[config.mk]
export PLATFORM = sky130hd
export DESIGN_NAME = decode_stage
export DESIGN_NICKNAME = d
export VERILOG_FILES = /design/src/rtl/decode_stage.sv
export SDC_FILE = /design/constraint.sdc
export NUM_CORES = 1
export LEC_CHECK = 0
export BUFFER_PORTS_ARGS = -buffer_cell sky130_fd_sc_hd__buf_2
export CORE_UTILIZATION = 52
export CTS_CLUSTER_SIZE = 24
export DETAILED_ROUTE_END_ITERATION = 7
export GPL_ROUTABILITY_DRIVEN = 0
export GPL_TIMING_DRIVEN = 0
export PLACE_DENSITY = 0.89
export SETUP_SLACK_MARGIN = 0.2
export SYNTH_ARGS = -nofsm -noshare
export SYNTH_HDL_FRONTEND = slang
export SYNTH_SLANG_ARGS = --single-unit
[constraint.sdc]
create_clock -name clk -period 2 [get_ports clk]
set_clock_uncertainty 0.05 [all_clocks]
set_input_delay 0.2 -clock clk [delete_from_list [all_inputs] [get_ports clk]]
set_output_delay 0.2 -clock clk [all_outputs]
set_load 0.05 [all_outputs]
[src/rtl/decode_stage.sv]
// Decode stage: 2-entry elastic buffer (head + skid) with combinational MIPS field decode of the head.
// Optional opcode legality check enabled by defining DECODE_ILLEGAL_CHECK_EN.
module decode_stage #(
  parameter int DATA_W = 32,
  parameter int I_SIZE = 32
) (
  input  logic              clk,
  input  logic              rst,
  input  logic              if_valid,
  input  logic [I_SIZE-1:0] if_instruction,
  input  logic [DATA_W-1:0] if_pc,
  output logic              if_ready,
  input  logic              flush,
  input  logic              id_ready,
  output logic              id_valid,
  output logic [5:0]        id_opcode,
  output logic [5:0]        id_function,
  output logic [4:0]        id_rs,
  output logic [4:0]        id_rt,
  output logic [4:0]        id_rd,
  output logic [4:0]        id_shamt,
  output logic [1:0]        id_type,
  output logic [DATA_W-1:0] id_imm_ext,
  output logic [DATA_W-1:0] id_jump_target,
  output logic [DATA_W-1:0] id_pc,
  output logic              id_illegal
);

  typedef enum logic [1:0] {
    EMPTY = 2'd0,
    ONE   = 2'd1,
    TWO   = 2'd2
  } state_e;

  state_e            state_q, state_d;
  logic [I_SIZE-1:0] headInstr_q, headInstr_d;
  logic [DATA_W-1:0] headPc_q, headPc_d;
  logic [I_SIZE-1:0] skidInstr_q, skidInstr_d;
  logic [DATA_W-1:0] skidPc_q, skidPc_d;

  logic push;
  logic pop;

  assign if_ready = (state_q != TWO);
  assign id_valid = (state_q != EMPTY);
  assign push     = if_valid && if_ready;
  assign pop      = id_valid && id_ready;

  always_comb begin
    state_d     = state_q;
    headInstr_d = headInstr_q;
    headPc_d    = headPc_q;
    skidInstr_d = skidInstr_q;
    skidPc_d    = skidPc_q;
    if (flush) begin
      state_d = EMPTY;
    end else begin
      case (state_q)
        EMPTY: begin
          if (push) begin
            state_d     = ONE;
            headInstr_d = if_instruction;
            headPc_d    = if_pc;
          end
        end
        ONE: begin
          // Simultaneous push and pop refills the head directly, keeping one-per-cycle throughput.
          if (push && pop) begin
            headInstr_d = if_instruction;
            headPc_d    = if_pc;
          end else if (push) begin
            state_d     = TWO;
            skidInstr_d = if_instruction;
            skidPc_d    = if_pc;
          end else if (pop) begin
            state_d = EMPTY;
          end
        end
        TWO: begin
          if (pop) begin
            state_d     = ONE;
            headInstr_d = skidInstr_q;
            headPc_d    = skidPc_q;
          end
        end
        default: state_d = EMPTY;
      endcase
    end
  end

  always_ff @(posedge clk) begin
    if (rst) begin
      state_q     <= EMPTY;
      headInstr_q <= '0;
      headPc_q    <= '0;
      skidInstr_q <= '0;
      skidPc_q    <= '0;
    end else begin
      state_q     <= state_d;
      headInstr_q <= headInstr_d;
      headPc_q    <= headPc_d;
      skidInstr_q <= skidInstr_d;
      skidPc_q    <= skidPc_d;
    end
  end

  assign id_opcode      = headInstr_q[31:26];
  assign id_rs          = headInstr_q[25:21];
  assign id_rt          = headInstr_q[20:16];
  assign id_rd          = headInstr_q[15:11];
  assign id_shamt       = headInstr_q[10:6];
  assign id_function    = headInstr_q[5:0];
  assign id_pc          = headPc_q;
  assign id_jump_target = {headPc_q[DATA_W-1:28], headInstr_q[25:0], 2'b00};

  always_comb begin
    case (id_opcode)
      6'h00:        id_type = 2'b00;
      6'h02, 6'h03: id_type = 2'b10;
      default:      id_type = 2'b01;
    endcase
  end

  // Logical immediates zero-extend; lui places the immediate in the upper half.
  always_comb begin
    id_imm_ext = '0;
    case (id_opcode)
      6'h0C, 6'h0D, 6'h0E: id_imm_ext[15:0]  = headInstr_q[15:0];
      6'h0F:               id_imm_ext[31:16] = headInstr_q[15:0];
      default:             id_imm_ext = {{(DATA_W-16){headInstr_q[15]}}, headInstr_q[15:0]};
    endcase
  end

`ifdef DECODE_ILLEGAL_CHECK_EN
  logic legalOp;

  always_comb begin
    case (id_opcode)
      6'h00, 6'h02, 6'h03, 6'h04, 6'h05,
      6'h08, 6'h09, 6'h0A, 6'h0B, 6'h0C, 6'h0D, 6'h0E, 6'h0F,
      6'h20, 6'h23, 6'h24, 6'h25, 6'h28, 6'h29, 6'h2B: legalOp = 1'b1;
      default:                                         legalOp = 1'b0;
    endcase
  end

  assign id_illegal = id_valid && !legalOp;
`else
  assign id_illegal = 1'b0;
`endif

endmodule
==> results.json <==
{
  "synth.largest_area_cell": "dfxtp_1",
  "syn_inst": 740,
  "cts.sinks": 130,
  "setup_ws_ns": -0.00133,
  "holdCritPathClass": "in -> reg",
  "cts_tree": "yes",
  "worstSetupPathType": "reg -> out",
  "required_ns": 1.75,
  "htree_num_levels": 4,
  "setup_violations": 1,
  "ff_latch_area_um2": 2630,
  "antenna_found_initial": 0,
  "layout_common_cells": "buf_2, nand2_1, dfxtp_1",
  "synth_ff_type": "dfxtp_1",
  "vias_per_cell": 5.72,
  "reg2regPathDepth": 6,
  "sw_frac_of_total": 0.306,
  "area_growth_pct": 44.8,
  "ir_drop_uv": 655,
  "layout_commonest_cell": "buf_2",
  "track_usage": 0.341,
  "violations": "negative setup slack",
  "async_flop_share": 0,
  "hpwl_mm": 12.8,
  "ios": 202,
  "synth.yosys.seq_area_share": 0.400,
  "ys_types": 37,
  "syn_area_um2": 6510,
  "core_um2": 12100,
  "placed_area_um2": 7740,
  "io_buffers": 197,
  "dieArea_um2": 13000,
  "crit_fanout": 7,
  "drive_above_1_share": 0.361,
  "arrival_ns": 1.75,
  "p_int_mw": 5.01,
  "die_h_um": 114,
  "drc_errors": 0,
  "clk_pin_slew_worst_paths_ns": 0.05,
  "pwr-share-clk": 0.424,
  "clockBufferDepth": 2,
  "drt_first_pass_iters": 7,
  "grt_start_max_net_pins": 17,
  "min_period_ns": 2.00,
  "yosys_warnings": 0,
  "finalHoldViolations": 0,
  "die_w_um": 114,
  "routedWlPerCell_um": 18.6,
  "min_path_cells": 3,
  "first_global_vias": 6708,
  "start_kind": "register",
  "combPwrFrac": 0.196,
  "worstSetupEndpointType": "output port",
  "finalSetupTns_ns": -0.00133,
  "tightest_slew_ns": 0.731,
  "ant_nets": 0,
  "synth_area_per_cell_um2": 8.79,
  "synth_top_cell_area_share": 0.400,
  "wl_mm": 22.4,
  "multiInputGateArea_um2": 3390,
  "synthTopCellsByArea": "dfxtp_1, mux2i_1, nand2_1, nor2b_1, a21oi_1",
  "fin_crit_sh": 1.00,
  "final_nets": 1093,
  "fillCellCount": 732,
  "clock.fmax_mhz": 500,
  "switching_power_mw": 2.21,
  "ctsRootBufferMaster": "clkbuf_16",
  "clk_latency_ns": 0.42,
  "power_density_nw_per_um2": 766,
  "relSlewSlack": 0.513,
  "cts_buffers": 17,
  "stdcell_area_um2": 9420,
  "drt-initial-drc-count": 670,
  "num_rows": 40,
  "leakage_nw": 4.55,
  "cap_violations": 0,
  "start_util": 0.537,
  "synth.ff_latch_count": 130,
  "n_antenna_cell": 0,
  "status": "finished, violations left",
  "rsz0062_at_grt": "yes",
  "grt_pass1_wl_mm": 34.2,
  "seqPwrFrac": 0.380,
  "overflow": 0,
  "slew_violations": 0,
  "synth_edf_count": 0,
  "vias": 6898
}
-- worst max-delay path: stages, from the launching register on --
cell,delay (ns)
dfxtp_4,0.37
nor4_4,0.30
buf_6,0.17
clkbuf_8,0.16
a21o_2,0.17
buf_8,0.16
-- power by group through the flow --
stage	sequential (mW)	combinational (mW)	clock (mW)
after global placement	2.79	1.19	0
after CTS	2.74	1.36	3.05
after detailed placement	2.79	1.20	0
final	2.74	1.42	3.06
after global routing	2.75	1.48	3.19
after floorplan	3.00	0.655	0
-- layout make-up --
class | instances | share of cell area
multi-input cells | 508 | 0.360
well taps | 168 | 0.0223
repair buffers | 262 | 0.198
flip-flops and latches | 130 | 0.279
plain buffers | 104 | 0.0784
clock buffers | 19 | 0.0470
clock inverters | 13 | 0.0146
inverters | 1 | 0.000398
-- worst paths after layout --
path                           startpoint  slack [ns]                     endpoint
max          headInstr_q[31]$_SDFFE_PP0P_      -0.001               id_imm_ext[30]
min reg2reg   skidInstr_q[0]$_SDFFE_PP0P_        0.40  skidInstr_q[0]$_SDFFE_PP0P_
max reg2reg       state_q[1]$_SDFFE_PP0P_        0.28  headInstr_q[8]$_SDFFE_PP0P_
min                             if_pc[18]       0.002    skidPc_q[18]$_SDFFE_PP0P_
-- synth_stat cells, types with 2 or more instances --
master / n
mux2i_1: 64
clkbuf_1: 35
nand2_1: 132
nor2b_1: 60
or4_1: 21
a21o_1: 15
nand2b_1: 22
dfxtp_1: 130
o21ai_1: 34
nor4_1: 2
buf_2: 18
o21ai_0: 30
buf_12: 3
buf_6: 12
buf_4: 34
o41ai_1: 26
nor3_1: 2
o41ai_2: 17
a21oi_1: 65
-- timing repair --
item | in CTS | in global routing
setup endpoints to repair | 34 | 82
hold buffers | 51 | 0
resized for setup | 114 | 19
endpoints found under the hold margin | 51 | 0
pin swaps | 10 | 3
setup buffers | 6 | 4
cloned | 4 | 1
-- stage by stage --
step | util | power, mW | hold slack, ns | setup WS (ns) | instances
after detailed placement | 0.639 | 3.99 | 0.393 | 0.0350 | 1107
after global placement | 0.639 | 3.98 | 0.381 | 0.112 | 1107
final | 0.778 | 7.22 | 0.00240 | -0.00133 | 1205
after CTS | 0.770 | 7.15 | 0.000529 | 0.0931 | 1200
after floorplan | - | 3.66 | 0.235 | 0.200 | 742
after global routing | 0.778 | 7.41 | 0.00973 | -0.0185 | 1205
-- per-layer routing --
| metal | part of all wire | global-route usage | wire (µm) | up-vias |
|---|---|---|---|---|
| met5 | 0 | 0 | 0 | - |
| met4 | 0.047 | 0.201 | 1050 | 0 |
| met3 | 0.072 | 0.0723 | 1610 | 96 |
| met2 | 0.50 | 0.572 | 11100 | 433 |
| met1 | 0.39 | 0.402 | 8640 | 3245 |
| li1 | - | - | - | 3124 |
-- kinds of logic after synthesis --
group | synth area share
buf+inv | 0.105
other cells | 0.000576
simple gates | 0.193
compound gates | 0.203
mux | 0.0985
flops | 0.400
-- flip-flops by register name (all words and copies together), names as in the netlist --
register / count
headInstr_q: 32
id_pc: 32
skidInstr_q: 32
skidPc_q: 32
state_q: 2
(Power assumes the default switching activity.)
